File: src/rtl/minilogix_pkg.sv
// Shared definitions for the minilogix configuration path: loader FSM state
// encoding and the configuration-length helper.
package minilogix_pkg;

  typedef enum logic [2:0] {
    ST_IDLE = 3'd0,
    ST_LOW  = 3'd1,
    ST_HIGH = 3'd2,
    ST_TAIL = 3'd3,
    ST_DONE = 3'd4
  } state_e;

  localparam int STATE_W  = 3;
  localparam int DEF_NIN  = 3;
  localparam int DEF_NOUT = 3;

  // Each output holds a true-select and a complement-select bit per input.
  function automatic int cfg_bits(input int nin, input int nout);
    return nout * 2 * nin;
  endfunction

endpackage

File: src/rtl/minilogix_cfg_tick.sv
// Phase timer for the load clock: counts DIV enabled cycles and flags the
// last one so the loader FSM can change phase.
module minilogix_cfg_tick #(
  parameter int DIV = 2
) (
  input  logic clk,
  input  logic rst,
  input  logic clr,
  input  logic en,
  output logic phase_end
);

  localparam int              PW   = $clog2(DIV + 1);
  localparam logic [PW-1:0]   LAST = PW'(DIV - 1);

  logic [PW-1:0] cnt;

  always_ff @(posedge clk) begin
    if (rst || clr) begin
      cnt <= '0;
    end else if (en) begin
      cnt <= (cnt == LAST) ? '0 : cnt + PW'(1);
    end
  end

  assign phase_end = en && (cnt == LAST);

endmodule

File: src/rtl/minilogix_cfg_loader.sv
// Serial configuration loader for minilogix1: shifts one CFG_BITS word out
// MSB first under a generated load clock with DIV-cycle half periods.
module minilogix_cfg_loader
  import minilogix_pkg::*;
#(
  parameter int CFG_BITS = cfg_bits(DEF_NIN, DEF_NOUT),
  parameter int DIV      = 2
) (
  input  logic                clk,
  input  logic                rst,
  input  logic [CFG_BITS-1:0] i_cfg_data,
  input  logic                i_cfg_valid,
  output logic                o_cfg_ready,
  input  logic                i_abort,
  output logic                o_load_en,
  output logic                o_load_dat,
  output logic                o_load_clk,
  output logic                o_busy,
  output logic                o_done,
  output logic [2:0]          dbg_state
);

  localparam int            BW       = $clog2(CFG_BITS + 1);
  localparam logic [BW-1:0] LAST_BIT = BW'(CFG_BITS - 1);

  state_e              state;
  logic [CFG_BITS-1:0] shreg;
  logic [CFG_BITS-1:0] sh_next;
  logic [BW-1:0]       bit_cnt;
  logic                phase_end;
  logic                tick_en;
  logic                go_idle;

  // Handshake: a word is taken on an edge where i_cfg_valid && o_cfg_ready
  // && !i_abort; o_cfg_ready is high only in IDLE, so nothing is ever queued.

  always_comb begin
    tick_en = 1'b0;
    go_idle = 1'b0;
    sh_next = shreg << 1;
    case (state)
      ST_IDLE: ;
      ST_LOW, ST_HIGH, ST_TAIL: begin
        tick_en = 1'b1;
        go_idle = i_abort;
      end
      ST_DONE: go_idle = 1'b1;
      default: go_idle = 1'b1;
    endcase
  end

  minilogix_cfg_tick #(
    .DIV(DIV)
  ) u_tick (
    .clk       (clk),
    .rst       (rst),
    .clr       (state == ST_IDLE),
    .en        (tick_en),
    .phase_end (phase_end)
  );

  // Outputs are registered alongside the state, so o_load_* never sees an
  // input combinationally; reset and abort share the same return-to-IDLE path.
  always_ff @(posedge clk) begin
    if (rst || go_idle) begin
      state       <= ST_IDLE;
      shreg       <= '0;
      bit_cnt     <= '0;
      o_cfg_ready <= 1'b1;
      o_load_en   <= 1'b0;
      o_load_clk  <= 1'b0;
      o_load_dat  <= 1'b0;
      o_busy      <= 1'b0;
      o_done      <= 1'b0;
    end else begin
      o_done <= 1'b0;
      case (state)
        ST_IDLE: begin
          if (i_cfg_valid && !i_abort) begin
            state       <= ST_LOW;
            shreg       <= i_cfg_data;
            bit_cnt     <= '0;
            o_cfg_ready <= 1'b0;
            o_load_en   <= 1'b1;
            o_load_clk  <= 1'b0;
            o_load_dat  <= i_cfg_data[CFG_BITS-1];
            o_busy      <= 1'b1;
          end
        end
        ST_LOW: begin
          if (phase_end) begin
            state      <= ST_HIGH;
            o_load_clk <= 1'b1;
          end
        end
        ST_HIGH: begin
          if (phase_end) begin
            // Data only moves here, half a load-clock period after the rise.
            bit_cnt    <= bit_cnt + BW'(1);
            shreg      <= sh_next;
            o_load_clk <= 1'b0;
            if (bit_cnt == LAST_BIT) begin
              state      <= ST_TAIL;
              o_load_dat <= 1'b0;
            end else begin
              state      <= ST_LOW;
              o_load_dat <= sh_next[CFG_BITS-1];
            end
          end
        end
        ST_TAIL: begin
          if (phase_end) begin
            state     <= ST_DONE;
            o_load_en <= 1'b0;
            o_done    <= 1'b1;
          end
        end
        default: ;
      endcase
    end
  end

  assign dbg_state = state;

endmodule

File: config.mk
export PLATFORM = sky130hd
export DESIGN_NAME = minilogix_cfg_loader
export DESIGN_NICKNAME = d
export VERILOG_FILES = /design/src/rtl/minilogix_pkg.sv /design/src/rtl/minilogix_cfg_tick.sv /design/src/rtl/minilogix_cfg_loader.sv
export SDC_FILE = /design/constraint.sdc
export NUM_CORES = 1
export LEC_CHECK = 0
export ABC_AREA = 1
export CORE_MARGIN = 1.5
export CORE_UTILIZATION = 45
export DETAILED_ROUTE_END_ITERATION = 8
export MAX_ROUTING_LAYER = met4
export PLACE_DENSITY_LB_ADDON = 0.12
export SYNTH_ARGS = -nofsm -noshare
export SYNTH_HDL_FRONTEND = slang
export SYNTH_SLANG_ARGS = --single-unit
File: constraint.sdc
create_clock -name clk -period 1.3 [get_ports clk]
set_input_delay 0.26 -clock clk [delete_from_list [all_inputs] [get_ports clk]]
set_output_delay 0.26 -clock clk [all_outputs]
set_load 0.02 [all_outputs]
## After elaboration in Yosys (flattened, before gate mapping)

Cells that the tools add are included.
Widths: inputs -> output; s select.

- Mux-type cells: 26
- $mul: 0
- Divide/modulo/power cells: 0
- Reduce and logical (&&, ||, !) cells: 17
- Add/subtract/negate cells: 2
- Eq/ne operators: 9
- Bitwise logic cells: 1
- Magnitude comparators: 0
- Shifts and indexed selects: 0

Operators by type and width:

| operator | number |
|---|---|
| $mux 17 | 2 |
| $pmux 17 s2 | 1 |
| $mux 3 | 4 |
| $pmux 3 s4 | 1 |
| $mux 5 | 2 |
| $pmux 5 s2 | 1 |
| $mux 1 | 9 |
| $ne 2x2->1 const B | 4 |
| $eq 3x2->1 const B | 2 |
| $pmux 1 s2 | 3 |
| $reduce_and 3->1 | 2 |
| $add 5x1->5 const B | 1 |
| $eq 5x5->1 const B | 1 |
| $reduce_and 5->1 | 1 |
| $mux 2 | 2 |
| $reduce_and 4->1 | 1 |
| $reduce_bool 2->1 | 2 |
| $reduce_bool 4->1 | 1 |
| $eq 3x1->1 const B | 1 |
| $logic_not 3->1 | 1 |
| $pmux 1 s3 | 1 |
| $reduce_bool 3->1 | 1 |
| $reduce_or 3->1 | 1 |
| $add 2x1->2 const B | 1 |
| 7 further kinds | 9 |

- Memories kept: 0
- Output and inout port bits: 9
- Bits of input ports: 22
- Flip-flop bits (word level): 33
- Word-level logic and storage cells: 65
- Bits in latches: 0
- Memory bits (writable): 0
- Bits in read-only memories: 0

## Depth between registers and ports, before layout

- Word-level depth: 6
- Gate-level depth with buffers: 9
- Mapped depth without buffers: 9

## By module

Synthesis repeated with hierarchy kept, for this count alone.

- Cells, all modules: 242
- Area, all modules: 1705.4 µm²

Modules (own cells, without submodules):

| module | instances | seq. area each (µm²) | area each (µm²) | cells each |
|---|---|---|---|---|
| minilogix_cfg_loader | 1 | 620.6 | 1635.3 | 232 |
| minilogix_cfg_tick | 1 | 40.0 | 70.1 | 10 |

## Worst setup path after synthesis

Ideal clock, no wire load.

- Kind: register to register
- From: reg state[2] (netlist: dbg_state[2])
- To: reg bit_cnt[1]
- Clock period less this slack: 1379 ps
- Data arrival time: 1263 ps
- Library setup time: 116 ps
- Buffers on the path: 1
- Data required time: 1184 ps
- Stages on the path, launching flop included: 9
- Slack: -79 ps
- Cell sequence: dfxtp_1 inv_2 nand2_4 nor2_8 nand2_2 nand2_4 buf_4 o21ai_0 nor2_1

- Longest elaborated chain between the ends: 6
- Elaborated cells between the ends (all ways): 14
- Those cells by class: 5 x eq/ne; 3 x mux; 6 x reduce/logical

Ends and longest elaborated chain:

| what | RTL line | source |
|---|---|---|
| start, declared | minilogix_cfg_loader.sv:26 | `state_e state;` |
| start signal, assigned | minilogix_cfg_loader.sv:66 | `state <= ST_IDLE;` |
| start signal, assigned | minilogix_cfg_loader.sv:80 | `state <= ST_LOW;` |
| start signal, assigned | minilogix_cfg_loader.sv:92 | `state <= ST_HIGH;` |
| $eq 3x2->1 (tied with other cells) | minilogix_cfg_loader.sv:41 | `case (state)` |
| $reduce_or 3->1 | minilogix_cfg_loader.sv:41 |  |
| $mux 1 | minilogix_cfg_loader.sv:41 |  |
| $logic_and 1x1->1 | minilogix_cfg_tick.sv:26 | `assign phase_end = en && (cnt == LAST);` |
| $ne 2x2->1 (no line) | - |  |
| $reduce_and 3->1 (no line) | - |  |
| end signal, assigned | minilogix_cfg_loader.sv:99 | `bit_cnt <= bit_cnt + BW'(1);` |
| end, declared | minilogix_cfg_loader.sv:29 | `logic [BW-1:0] bit_cnt;` |

Several ways; a longest one is shown, not always the timed one.
A chain may end at the register's enable or synchronous reset.

## Worst setup path after layout

- From: reg state[2] (netlist: dbg_state[2])
- To: reg bit_cnt[3]

The elaborated chain is that of the path after synthesis.

==> impl_results.md <==
* Mapped Avg Cell Area at 6.85 sq um
* Worst path bufs/invs at 2
* HPWL Detailed at 2490 um
* Finish-stage setup viols at 0
* Syn nets at 257
* Num CTS Buffers at 5
* Number of synthesis warnings at 0
* Yosys reg bits at 33
* Final #Nets at 306
* Storage cell area at 672 sq um
* Worst Path Required at around 1600 ps
* Via count at 1,568
* CP Class: reg2reg
* Startpoint Class: register
* Row count at 21
* Int Pwr at 2.43 mW
* CTS tree: yes
* Clk pwr share at 16.0%
* Cell Area, Synth at about 1600 sq um
* Filler instances at between 300 and 400
* CP arrival at 1550 ps
* Largest area contributor in the netlist: dfxtp_1
* DRC Markers at 0
* Pre-CTS WS at -258 ps
* Final Slew Violations at 0
* CTS Buffer Depth at 2
* Vias in the first global route at 1,391
* Fin crit period at 1260 ps
* Final wirelength at 3810 um
* Final ANT Viol Nets at 0
* IO Pins at 31
* Switching pwr at roughly 1.7 mW
* Hold Crit Class: reg2reg
* R2r setup slk at between 30 and 40 ps
* Grt total ovfl at 0
* Power Density at around 1900 nW/um^2
* Setup WS post-layout at 35.7 ps
* Initial antenna violation count at 0
* Die area at 3910 sq um
* Chip Height at 62.5 um
* Critical path origin: dbg_state[2]$_SDFFE_PP0P_
* Largest net degree at the start of global routing at 20
* Highest clock rate at 791 MHz
* R2R depth at 10
* Post-synth top cells: nand2_1, dfxtp_1, nor2_1, a21oi_1, inv_1
* Post-synth cell types at 25
* # hold bufs at CTS at 0
* N_diodes at 0
* Clk_lat worst skew at 340 ps
* CP Capture Point: bit_cnt[3]$_SDFFE_PP0P_
* CP delay by family, top: simple AND/OR/NAND/NOR gates
* Final period util at 97.3%
* Leakage at approximately 0.98 nW
* Layout area overhead at 40.2%
* Gr usage total at 20.5%
* H-tree Lvls at 2
* Vias per inst at about 4.8
* Combinational share of power at 52.2%
* Starting density of the core at 47.4%
* Drt pass-1 iters at 4
* Worst path slowest cell: dfxtp_4
* Sw Share at about two fifths
* Multi-input gate area at 891 sq um
* Core box area at roughly 3400 sq um
* Sequential area share after synthesis at 41.4%
* Max incr delay on CP at 400 ps
* Worst Clk Skew at 13.6 ps
* Critical path peak fanout at 6
* Worst path cell trace: inv_4 -> nand2_4 -> nor2_8 -> nand2_4 -> nand2_8 -> buf_6 -> nand2_2 -> nand2_1 -> nand2_1 -> nor2_1
* Levels on crit path at 10
* Final Hold Vio Count at 0
* Share of power burned in registers at 31.8%
* Setup_tns at 0 ps
* Async set or reset register ratio after synthesis at 0%
* Share of the synthesized area in the top cell type at between 40% and 50%
* Proportion of layout cells with a drive suffix above 1 at between 20% and 30%
* Slew margin rel. at a little under nine tenths
* Ys flop type: dfxtp_1
* Endpoint class of the critical path: register
* Least-Margin Pin Slew at roughly 200 ps
* Peak VDD IR at 0.725 mV
* Global-route wire length before repair at 6210 um
* Status: finished, final reports clean
* Most numerous cell in the Yosys netlist: nand2_1
* Drt initial violations at 82
* Wirelength per Cell at 11.6 um
* GP Congestion at 0.843
* Reg-to-reg startpoint: dbg_state[2]$_SDFFE_PP0P_
* Mapped Cells at 233
* Area contributors post-synth: dfxtp_1, nand2_1, a21oi_1
* MaxCap Viol Count at 0
* Root Buffer: clkbuf_4
* Post-synth EDFFs at 0
* Die Wd at 62.5 um
* IO buf count at 30
* Worst-path clk slew at 110 ps
* Crit Reg-Reg Endpoint: bit_cnt[3]$_SDFFE_PP0P_
* Clk sinks at 33
* RSZ-0062 raised after global routing: yes
[metrics by stage]
step / util, % / cell area [sq um] / hold WS [ps] / power (mW) / std cells
detailed placement: 60.2 / 2030 / 429 / 3.21 / 316
finish: 66.5 / 2240 / 441 / 4.17 / 329
global route: 66.5 / 2240 / 480 / 4.45 / 329
CTS: 62.7 / 2110 / 445 / 3.87 / 324
floorplan: - / 1600 / 407 / 2.55 / 233
global placement: 60.2 / 2030 / 426 / 3.19 / 316
[cell usage in the layout, fill, tap and decap left out, types with 5 or more instances in the layout]
cell type          n
nand2_1          105
buf_4              9
nor2_1            21
clkdlybuf4s50_1   21
dfxtp_1           30
buf_6              5
clkbuf_4           5
a21oi_1           19
inv_1              9
nand2_4            5
[registers in the layout, summed over array words and instances, names as in the netlist]
| register | cells |
|---|---|
| o_cfg_ready | 1 |
| shreg | 17 |
| o_busy | 1 |
| bit_cnt | 5 |
| dbg_state | 3 |
| o_load_en | 1 |
| u_tick.cnt | 2 |
| o_done | 1 |
| o_load_clk | 1 |
| o_load_dat | 1 |
[power groups by stage]
stage	clock network, mW	registers (mW)	logic, mW
CTS	0.682	1.32	1.87
global placement	0	1.33	1.86
global route	0.721	1.35	2.39
finish	0.667	1.33	2.17
floorplan	0	1.42	1.13
detailed placement	0	1.34	1.88
[final cells by class]
type | instances | area share [%]
timing repair buffer | 49 | 21.8
clock inverter | 1 | 0.224
sequential | 33 | 30.1
tap | 46 | 2.57
inverter | 12 | 2.57
multi-input combinational | 181 | 39.8
clock buffer | 7 | 2.91
[worst min-delay path: cells and delay by family, from the launching register on]
family / cells / cell delay [ps]
DFF: 1 / 320
buffers and inverters: 1 / 60
and+or+nand+nor: 1 / 40
[kinds of logic (layout without fill, tap and decap cells)]
group / count (synthesis) / in the layout / share of synthesized area [%]
fa+ha+maj: 2 / 2 / 1.57
buf+inv: 20 / 69 / 7.37
flops: 33 / 33 / 41.4
compound gates: 28 / 28 / 9.02
simple gates: 150 / 151 / 40.6
[metal layers]
| metal | GRT usage, % | wire, um | vias up |
|---|---|---|---|
| met5 | - | 0 | - |
| met4 | 8.33 | 49 | 0 |
| met3 | 5.77 | 130 | 4 |
| met2 | 33.1 | 1900 | 28 |
| met1 | 24.1 | 1730 | 703 |
| li1 | - | - | 833 |
[worst min path at each step]
stage / start / endpoint / slack [ps] / cells after the start
after CTS: u_tick.cnt[1]$_SDFFE_PP0P_ / u_tick.cnt[1]$_SDFFE_PP0P_ / 450 / 2
after detailed placement: u_tick.cnt[1]$_SDFFE_PP0P_ / u_tick.cnt[1]$_SDFFE_PP0P_ / 430 / 2
final: u_tick.cnt[1]$_SDFFE_PP0P_ / u_tick.cnt[1]$_SDFFE_PP0P_ / 440 / 2
after floorplan: i_cfg_data[0] / shreg[0]$_SDFFE_PP0P_ / 410 / 2
after global placement: u_tick.cnt[1]$_SDFFE_PP0P_ / u_tick.cnt[1]$_SDFFE_PP0P_ / 430 / 2
after global routing: shreg[9]$_SDFFE_PP0P_ / shreg[9]$_SDFFE_PP0P_ / 480 / 2
[repair_timing]
action	CTS	global route
gates cloned	0	3
gates resized for setup	21	39
pin swaps	0	9
endpoints found under the setup margin	28	35
buffers inserted	0	2
Note: power is estimated with default switching activity, not from simulation.
